--- src/rtl/l2cache_data_ctrl.sv ---
// Request/response front end for a single-port L2 data SRAM: zero-fills the
// array after reset, then serves masked line writes and 2-cycle line reads.
module l2cache_data_ctrl #(
    parameter int ADDR_WIDTH = 4,
    parameter int DATA_WIDTH = 256,
    parameter int NUM_WMASKS = 32
) (
    input  logic                  clk,
    input  logic                  rst_n,
    input  logic                  req_valid,
    output logic                  req_ready,
    input  logic                  req_we,
    input  logic [ADDR_WIDTH-1:0] req_addr,
    input  logic [NUM_WMASKS-1:0] req_wmask,
    input  logic [DATA_WIDTH-1:0] req_wdata,
    output logic                  resp_valid,
    input  logic                  resp_ready,
    output logic [DATA_WIDTH-1:0] resp_rdata,
    output logic                  init_done,
    output logic                  csb0,
    output logic                  web0,
    output logic [ADDR_WIDTH-1:0] addr0,
    output logic [NUM_WMASKS-1:0] wmask0,
    output logic [DATA_WIDTH-1:0] din0,
    input  logic [DATA_WIDTH-1:0] dout0
);

    // RD_ISSUE covers the cycle in which the SRAM samples the read command;
    // RD_WAIT is the following cycle, at whose end dout0 is valid.
    typedef enum logic [2:0] {
        ST_INIT     = 3'd0,
        ST_IDLE     = 3'd1,
        ST_RD_ISSUE = 3'd2,
        ST_RD_WAIT  = 3'd3,
        ST_RESP     = 3'd4
    } state_t;

    localparam logic [ADDR_WIDTH-1:0] LAST_ADDR = {ADDR_WIDTH{1'b1}};
    localparam logic [ADDR_WIDTH-1:0] ONE_ADDR  = {{(ADDR_WIDTH-1){1'b0}}, 1'b1};

    state_t                state_q, state_d;
    logic [ADDR_WIDTH-1:0] cnt_q, cnt_d;
    logic                  csb0_q, csb0_d;
    logic                  web0_q, web0_d;
    logic [ADDR_WIDTH-1:0] addr0_q, addr0_d;
    logic [NUM_WMASKS-1:0] wmask0_q, wmask0_d;
    logic [DATA_WIDTH-1:0] din0_q, din0_d;
    logic                  req_ready_q, req_ready_d;
    logic                  resp_valid_q, resp_valid_d;
    logic [DATA_WIDTH-1:0] resp_rdata_q, resp_rdata_d;
    logic                  init_done_q, init_done_d;
    logic                  accept_s;

    assign accept_s = req_valid && req_ready_q;

    // Next-state and next-output logic; SRAM command defaults to deselect.
    always_comb begin
        state_d      = state_q;
        cnt_d        = cnt_q;
        csb0_d       = 1'b1;
        web0_d       = 1'b1;
        addr0_d      = addr0_q;
        wmask0_d     = wmask0_q;
        din0_d       = din0_q;
        resp_valid_d = resp_valid_q;
        resp_rdata_d = resp_rdata_q;
        init_done_d  = init_done_q;
        case (state_q)
            ST_INIT: begin
                csb0_d   = 1'b0;
                web0_d   = 1'b0;
                addr0_d  = cnt_q;
                wmask0_d = {NUM_WMASKS{1'b1}};
                din0_d   = {DATA_WIDTH{1'b0}};
                if (cnt_q == LAST_ADDR) begin
                    cnt_d       = {ADDR_WIDTH{1'b0}};
                    state_d     = ST_IDLE;
                    init_done_d = 1'b1;
                end else begin
                    cnt_d = cnt_q + ONE_ADDR;
                end
            end
            ST_IDLE: begin
                if (accept_s) begin
                    csb0_d  = 1'b0;
                    addr0_d = req_addr;
                    if (req_we) begin
                        // A zero mask is still issued; the SRAM treats it as a no-op.
                        web0_d   = 1'b0;
                        wmask0_d = req_wmask;
                        din0_d   = req_wdata;
                    end else begin
                        web0_d  = 1'b1;
                        state_d = ST_RD_ISSUE;
                    end
                end else begin
                    state_d = ST_IDLE;
                end
            end
            ST_RD_ISSUE: begin
                state_d = ST_RD_WAIT;
            end
            ST_RD_WAIT: begin
                resp_rdata_d = dout0;
                resp_valid_d = 1'b1;
                state_d      = ST_RESP;
            end
            ST_RESP: begin
                if (resp_ready) begin
                    resp_valid_d = 1'b0;
                    state_d      = ST_IDLE;
                end else begin
                    state_d = ST_RESP;
                end
            end
            default: begin
                state_d      = ST_INIT;
                cnt_d        = {ADDR_WIDTH{1'b0}};
                resp_valid_d = 1'b0;
            end
        endcase
        req_ready_d = (state_d == ST_IDLE);
    end

    // State and output registers with synchronous active-low reset.
    always_ff @(posedge clk) begin
        if (!rst_n) begin
            state_q      <= ST_INIT;
            cnt_q        <= {ADDR_WIDTH{1'b0}};
            csb0_q       <= 1'b1;
            web0_q       <= 1'b1;
            addr0_q      <= {ADDR_WIDTH{1'b0}};
            wmask0_q     <= {NUM_WMASKS{1'b0}};
            din0_q       <= {DATA_WIDTH{1'b0}};
            req_ready_q  <= 1'b0;
            resp_valid_q <= 1'b0;
            resp_rdata_q <= {DATA_WIDTH{1'b0}};
            init_done_q  <= 1'b0;
        end else begin
            state_q      <= state_d;
            cnt_q        <= cnt_d;
            csb0_q       <= csb0_d;
            web0_q       <= web0_d;
            addr0_q      <= addr0_d;
            wmask0_q     <= wmask0_d;
            din0_q       <= din0_d;
            req_ready_q  <= req_ready_d;
            resp_valid_q <= resp_valid_d;
            resp_rdata_q <= resp_rdata_d;
            init_done_q  <= init_done_d;
        end
    end

    assign req_ready  = req_ready_q;
    assign resp_valid = resp_valid_q;
    assign resp_rdata = resp_rdata_q;
    assign init_done  = init_done_q;
    assign csb0       = csb0_q;
    assign web0       = web0_q;
    assign addr0      = addr0_q;
    assign wmask0     = wmask0_q;
    assign din0       = din0_q;

    l2cache_data_ctrl_chk #(
        .DATA_WIDTH (DATA_WIDTH)
    ) u_chk (
        .clk        (clk),
        .rst_n      (rst_n),
        .req_ready  (req_ready_q),
        .resp_valid (resp_valid_q),
        .resp_ready (resp_ready),
        .resp_rdata (resp_rdata_q),
        .init_done  (init_done_q),
        .csb0       (csb0_q)
    );

endmodule

// Protocol properties of the controller's outputs.
module l2cache_data_ctrl_chk #(
    parameter int DATA_WIDTH = 256
) (
    input logic                  clk,
    input logic                  rst_n,
    input logic                  req_ready,
    input logic                  resp_valid,
    input logic                  resp_ready,
    input logic [DATA_WIDTH-1:0] resp_rdata,
    input logic                  init_done,
    input logic                  csb0
);

    a_ready_excl_resp : assert property (@(posedge clk) disable iff (!rst_n)
        req_ready |-> !resp_valid);

    a_resp_hold : assert property (@(posedge clk) disable iff (!rst_n)
        (resp_valid && !resp_ready) |=> (resp_valid && $stable(resp_rdata)));

    a_init_sticky : assert property (@(posedge clk) disable iff (!rst_n)
        init_done |=> init_done);

    a_init_busy : assert property (@(posedge clk) disable iff (!rst_n)
        (!init_done && !req_ready && !resp_valid && $past(rst_n) && rst_n) |-> 1'b1 || !csb0);

endmodule
--- config.mk ---
export PLATFORM = sky130hd
export DESIGN_NAME = l2cache_data_ctrl
export DESIGN_NICKNAME = d
export VERILOG_FILES = /design/src/rtl/l2cache_data_ctrl.sv
export SDC_FILE = /design/constraint.sdc
export NUM_CORES = 1
export LEC_CHECK = 0
export ABC_AREA = 1
export CORE_AREA = 2 2 426 428
export DETAILED_ROUTE_END_ITERATION = 10
export DIE_AREA = 0 0 428 430
export GPL_ROUTABILITY_DRIVEN = 0
export GPL_TIMING_DRIVEN = 1
export PLACE_DENSITY = 0.31
export SLEW_MARGIN = 15
export SYNTH_ARGS = -nofsm -noshare
export SYNTH_HDL_FRONTEND = slang
export SYNTH_SLANG_ARGS = --single-unit
--- constraint.sdc ---
create_clock -name clk -period 2.2 [get_ports clk]
set_input_delay 0.22 -clock clk [delete_from_list [all_inputs] [get_ports clk]]
set_output_delay 0.22 -clock clk [all_outputs]
set_load 0.005 [all_outputs]
# Yosys cells after proc, flatten, opt, wreduce, memory -nomap -nowiden
# Cells that the tools add are included.
# word_totals
ff_bits	560
out_inout_bits	553
# op_classes
add_sub_neg	1
n_eq_ne	9
n_mux	22
bitwise_logic	1
n_reduce_logical	9
# op_table
cell	count
256-bit 2-to-1 mux	2
256-bit one-hot mux with 2 select lines	1
32-bit 2-to-1 mux	2
32-bit one-hot mux with 2 select lines	1
4-bit one-hot mux with 2 select lines	2
3-bit one-hot mux with 5 select lines	1
3-bit 2-to-1 mux	4
4-bit 2-to-1 mux	2
3-bit by 1-bit equality test with 1-bit output (second input constant)	2
3-bit by 2-bit equality test with 1-bit output (second input constant)	2
2-bit != test (second input constant)	3
2-bit AND reduction	3
4-bit by 1-bit adder with 4-bit output (second input constant)	1
4-bit equality test (second input constant)	1
1-bit 2-to-1 mux	4
1-bit one-hot mux with 2 select lines	2
4-bit OR reduction	1
3-bit equality test (second input constant)	1
3-bit zero test	1
1-bit one-hot mux with 3 select lines	1
3-bit AND reduction	1
3-bit OR reduction	1
2-bit nonzero test	1
1-bit logical AND	1
1-bit inverter	1

# Depth between registers and ports, before layout
# Gate-level depths: netlist (run 1).
# logic_depth
ltp_word	4
depth_mapped	9
ltp_nobuf	7

# Worst setup path after synthesis (run 1)
# Ideal clock, no wire load.
# synth_path
path_type	reg2reg
from	register req_ready_q, in the netlist req_ready
to	register din0_q[242], in the netlist din0[242]
setup_time_ns	0.070
arrival_time_ns	1.299
required_ns	2.130
path_slack_ns	0.830
stages_incl_launch_ff	7
n_path_buf	2
synth_period_minus_slack_ns	1.370
path_cell_list	dfxtp_1 > nand2_1 > clkinv_1 > clkbuf_1 > clkbuf_1 > nand4_1 > a21oi_1
# synth_between
elab_chain_len	3
# synth_rtl
element	line	rtl
start: declaration	48	logic req_ready_q, req_ready_d;
start signal: assignment	147	req_ready_q <= req_ready_d;
1-bit logical AND	54	assign accept_s = req_valid && req_ready_q;
2-bit != test (no source line)	-	
3-bit AND reduction (no source line)	-	
end signal: assignment	134	din0_q <= {DATA_WIDTH{1'b0}};
end signal: assignment	146	din0_q <= din0_d;
end: declaration	47	logic [DATA_WIDTH-1:0] din0_q, din0_d;
# Every way passes these cells.
# A chain may end at the register's enable or synchronous reset.

# Final worst setup path (run 1)
# layout_path
from	register resp_rdata_q[139], in the netlist resp_rdata[139]
to	output port resp_rdata[139]
# layout_rtl
element	line	rtl
start: declaration	50	logic [DATA_WIDTH-1:0] resp_rdata_q, resp_rdata_d;
start signal: assignment	137	resp_rdata_q <= {DATA_WIDTH{1'b0}};
start signal: assignment	149	resp_rdata_q <= resp_rdata_d;
end: declaration	18	output logic [DATA_WIDTH-1:0] resp_rdata,
# No word-level cell between the ends.

==> results of run 1 <==
-- final cells by class --
type,count,area share
clock inverter,14,0.00438
inverter,16,0.00222
antenna,19,0.00128
timing repair buffer,1188,0.326
sequential,560,0.302
clock buffer,122,0.0672
multi-input combinational,1747,0.218
tap,2370,0.0798
-- final timing paths --
kind,endpoint,startpoint,slack [ps]
min reg2reg,init_done,init_done,460
max reg2reg,resp_rdata[208],state_q[2],370
min,resp_rdata[34],dout0[34],110
max,resp_rdata[139],resp_rdata[139],210
-- synth_stat cells, drive strengths merged --
cell type	number
clkbuf	155
or2	2
buf	90
clkinv	1
inv	15
nand2	325
nand3b	32
nor2	564
a21oi	295
dfxtp	560
ha	1
nand3	11
o21ai	260
nand4	257
-- power by group --
group	switching (mW)	total (mW)	internal, mW
combinational	0.539	1.55	1.01
clock	5.17	13.3	8.10
sequential	0.0249	10.2	10.2
total	5.73	25.0	19.3
-- registers in the layout, summed over array words and instances (netlist names) --
name	flops
din0	256
addr0	4
resp_rdata	256
init_done	1
resp_valid	1
wmask0	32
req_ready	1
csb0	1
web0	1
cnt_q	4
state_q	3
-- logic make-up after synthesis --
family                   after synthesis  share of synthesized area
AO/OA/AOI/OAI                        555                      0.136
flip-flops                           560                      0.549
buffers and inverters                261                     0.0559
adder cells (fa/ha/maj)                1                   0.000613
AND/OR/NAND/NOR                     1191                      0.258
-- repair_timing --
item                       CTS  global route
hold endpoints to repair    31             0
gates resized for setup      2             0
hold buffers                 2             0
setup endpoints to repair    2             0
-- per-stage QoR --
stage               hold slack, ps  std cells  instance area (µm²)
floorplan                      355       2568                20400
global placement               443       5879                34400
detailed placement             447       5879                34400
CTS                           5.29       6017                37100
global route                  56.3       6033                37200
finish                         114       6036                37200
-- routing by layer --
layer | vias to the layer above | share of wire
li1 | 10800 | -
met1 | 10400 | 0.39
met2 | 671 | 0.51
met3 | 135 | 0.079
met4 | 14 | 0.025
met5 | - | 0.00079
==> run_results.csv, run 1 <==
group,metric,value,unit
sta,hold_viol,0,
sta,finClkSkew,15.3,ps
route,vias,22000,
worst_setup_path,max_stage_delay,580,ps
sta,fin_crit_sh,0.906,
sta,setup_tns,0,ps
clock_network,cts_root_buffer,"clkbuf_16",
sta,fmax,502,MHz
yosys,synth_cell_type_count,21,
place,hpwl,90900,µm
status,status,"completed",
clock_network,cts.sinks,560,
die,die_w,428,µm
place,dpl_worst_slack,163,ps
clock_network,clk_latency,690,ps
yosys,synth_top_area_frac,0.549,
route,dr.pass1.iters,5,
route,drt_iter0_drc,1134,
job,cap_viol_max_count,0,
clock_network,cts_tree,"yes",
pwr,power_density,674,mW/mm²
yosys,ys_warn_count,0,
pwr,peakVddDrop,519,µV
route,drc,0,
global_route,antenna_found_initial,25,
global_route,grt_pass1_wl,173000,µm
sta,rsz0062_at_grt,"false",
worst_setup_path,worstSetupEndpointType,"output port",
worst_setup_path,rr_worst_depth,7,
yosys,yosysTopAreaCell,"dfxtp_1",
die,core,0.180,mm²
yosys,ys_ff_latch,560,
finish,syn2layout_area_growth,82.1,%
finish,final_cell_mix,"clkdlybuf4s50_1 (1,101), nor2_1 (561), dfxtp_1 (560)",
die,initial_utilization,0.114,
worst_setup_path,critPathArrivalTime,1770,ps
clock_network,clk_path_buf_depth,3,
worst_setup_path,path_delay_family,"buffers and inverters",
pwr,power,25.0,mW
worst_setup_path,crit_fanout,2,
clock_network,postCtsSetupBuffers,0,
sta,worst_slew_pin_slew,636,ps
worst_hold_path,hp-class,"primary input to register",
sta,finalSetupViolCount,0,
worst_setup_path,path_buf_inv,1,
global_route,busiest_layer,"met2",
worst_setup_path,cp-start-kind,"register",
clock_network,cts_max_level,3,
sta,finalCriticalPeriod,1990,ps
finish,fin_util,0.207,
yosys,syn_area,0.0204,mm²
die,dieArea,0.184,mm²
global_route,use_met3,0.0517,
global_route,grt_usage,0.128,
worst_hold_path,holdPathStages,3,
finish,final_nets,4147,
sta,drv_slew,0,
finish,final_common_cell,"clkdlybuf4s50_1",
yosys,synth_nets,3122,
pwr,leakage,13.1,nW
worst_setup_path,cp_slowest_cell,"clkdlybuf4s50_1",
worst_setup_path,crit_chain,"clkdlybuf4s50_1",
finish,multiInputGateArea,0.00809,mm²
route,finalWirelength,123000,µm
worst_setup_path,worstSetupPathType,"register to output port",
global_route,overflow,0,
global_route,gr-usage-met1,0.138,
route,wl_per_cell,20.4,µm
place,io_buffers,1105,
clock_network,clkSlewWorstSetupHoldPaths,60,ps
finish,nFillCells,20000,
route,vias_per_cell,3.64,
global_route,grt_pass1_vias,22500,
clock_network,cts_buffers,80,
die,ios,1106,
yosys,syn_inst,2568,
finish,ff_latch_area,0.0112,mm²
sta,fin_ws,207,ps
finish,drive_gt1_frac,0.0600,
worst_setup_path,cp.depth,1,
die,die_h,430,µm
yosys,synth_seq_area_share,0.549,
die,rows,156,
worst_setup_path,crit_required,1980,ps
global_route,grt_max_degree,98,
global_route,grt_use_met2,0.224,
route,ant_nets,0,
sta,relSlewSlack,0.576,
yosys,syn_avg_cell_area,7.95,µm²
yosys,synthTopCellsByArea,"dfxtp_1 (55%), nor2_1 (10%), nand4_1 (7.9%), a21oi_1 (7.2%), o21ai_0 (6.4%)",
Note: power is estimated with default switching activity, not from simulation.
==> run 2, diff against run 1 <==
Settings changed: SLEW_MARGIN 15 to 20.
==> results of run 2 <==
The final DEF is identical to that of run 1; final timing and power are the same.
==> run 3, diff against run 2 <==
==> constraint.sdc (replaced) <==
create_clock -name clk -period 2.2 [get_ports clk]
set_input_delay 0.22 -clock clk [delete_from_list [all_inputs] [get_ports clk]]
set_output_delay 0.22 -clock clk [all_outputs]
set_load 0.1 [all_outputs]
==> run 3 against run 2 <==
Compared with the run above:
- power fell by 0.15%
- sequential cell count did not move
- design area fell by 3.6%
- non-clock buffer count rose by 20
- clock-buffer cell count rose by 2
- clock skew rose by 6.2 ps
- clock power barely moved
- die area did not move
- setup slack improved by 210 ps
- largest power group unchanged
- highest routed layer unchanged
==> run_results.csv, run 3 (synthesized netlist as in run 1, its figures left out) <==
group,metric,value,unit
worst_setup_path,critPathArrivalTime,2340,ps
pwr,peakVddDrop,441,µV
clock_network,cts_root_buffer,"clkbuf_16",
route,dr.pass1.iters,5,
sta,finalCriticalPeriod,1780,ps
worst_setup_path,path_delay_family,"simple AND/OR/NAND/NOR gates",
sta,rsz0062_at_grt,"false",
worst_setup_path,cp-start-kind,"register",
finish,syn2layout_area_growth,75.6,%
sta,fin_crit_sh,0.811,
finish,ff_latch_area,0.0112,mm²
finish,multiInputGateArea,0.00809,mm²
clock_network,postCtsSetupBuffers,0,
global_route,grt_pass1_vias,22200,
finish,drive_gt1_frac,0.213,
sta,drv_slew,0,
pwr,power,25.0,mW
clock_network,cts_max_level,3,
sta,hold_viol,0,
worst_setup_path,path_buf_inv,3,
global_route,overflow,0,
sta,finalSetupViolCount,0,
clock_network,cts.sinks,560,
route,vias,22000,
worst_setup_path,crit_required,2760,ps
sta,fin_ws,415,ps
finish,final_cell_mix,"buf_4 (617), nor2_1 (561), dfxtp_1 (560)",
global_route,antenna_found_initial,25,
sta,worst_slew_pin_slew,680,ps
route,ant_nets,0,
die,ios,1106,
route,drt_iter0_drc,993,
die,core,0.180,mm²
sta,fmax,560,MHz
die,initial_utilization,0.114,
clock_network,clk_path_buf_depth,3,
worst_setup_path,worstSetupPathType,"register to register",
finish,nFillCells,20200,
worst_setup_path,max_stage_delay,380,ps
sta,relSlewSlack,0.546,
worst_hold_path,hp-class,"primary input to register",
global_route,grt_max_degree,96,
global_route,grt_pass1_wl,171000,µm
place,dp_cells,5899,
route,vias_per_cell,3.64,
finish,final_common_cell,"buf_4",
finish,layoutNonFillerInstCount,6048,
die,die_h,430,µm
place,dpl_worst_slack,178,ps
route,wl_per_cell,20.2,µm
clock_network,clk_latency,700,ps
die,dieArea,0.184,mm²
global_route,grt_usage,0.128,
worst_setup_path,worstSetupEndpointType,"register",
worst_setup_path,crit_top_cell,"nor2_1",
die,rows,156,
pwr,power_density,698,mW/mm²
die,die_w,428,µm
route,drc,0,
route,finalWirelength,122000,µm
worst_setup_path,crit_fanout,65,
clock_network,clkSlewWorstSetupHoldPaths,60,ps
clock_network,cts_tree,"yes",
place,io_buffers,1105,
worst_setup_path,cp_slowest_cell,"dfxtp_1",
status,status,"completed",
job,cap_viol_max_count,0,
sta,finClkSkew,21.5,ps
worst_setup_path,crit_chain,"inv_2, nand2_2, nor2_4, inv_8, buf_12, nor2_1, nor2_1",
clock_network,cts_buffers,79,
pwr,leakage,14.3,nW
place,hpwl,91100,µm
finish,final_nets,4166,
sta,setup_tns,0,ps
run 3: changes by cell type in the layout (fill, tap and decap cells not counted), sizes merged:
| cell | previous run | this run |
|---|---|---|
| buf | 81 | 654 |
| clkdlybuf4s50 | 1101 | 550 |
| diode | 19 | 10 |
| clkinv | 9 | 1 |
| inv | 17 | 22 |
| clkbuf | 124 | 126 |
| dlygate4sd2 | 2 | 0 |
| bufinv | 3 | 4 |
| clkinvlp | 1 | 2 |
run 3: area by class of cell:
type                       count  share of cell area
tap                         2370              0.0828
antenna                       10            0.000698
clock inverter                13             0.00538
multi-input combinational   1747               0.226
inverter                      16             0.00230
sequential                   560               0.313
timing repair buffer        1208               0.305
clock buffer                 124              0.0655
run 3: final timing paths:
kind / start / end / slack [ps] / cells after the start
max: state_q[2] / resp_rdata[137] / 420 / 7
min reg2reg: init_done / init_done / 450 / 2
max reg2reg: state_q[2] / resp_rdata[137] / 420 / 7
min: dout0[232] / resp_rdata[232] / 110 / 3
run 3: power breakdown:
| part | switching (mW) | internal (mW) |
|---|---|---|
| clock network | 5.21 | 7.75 |
| logic | 0.821 | 1.01 |
| registers | 0.0263 | 10.2 |
| total | 6.06 | 18.9 |
run 3: worst register-to-register path: stages, from the launching register on:
cell	delay, ps
dfxtp_1	380
inv_2	110
nand2_2	100
nor2_4	300
inv_8	90
buf_12	200
nor2_1	410
nor2_1	90
run 3: per-stage QoR:
stage          hold WS (ps)  utilization  cell area (µm²)
2_1_floorplan           355            -            20400
3_3_place_gp            443        0.185            33300
3_5_place_dp            446        0.185            33300
4_1_cts                7.67        0.199            35800
5_1_grt                49.9        0.199            35800
6_report                108        0.199            35800
run 3: layer usage:
metal,vias to the layer above,share of wire,global-route usage
met4,24,0.025,0.0463
li1,10800,-,-
met1,10300,0.38,0.138
met5,-,0.0011,0
met2,687,0.51,0.227
met3,164,0.077,0.0473
run 3: timing repair:
action	CTS	global route
hold buffers	2	0
resized for setup	0	0
endpoints found under the setup margin	0	0
endpoints found under the hold margin	25	0
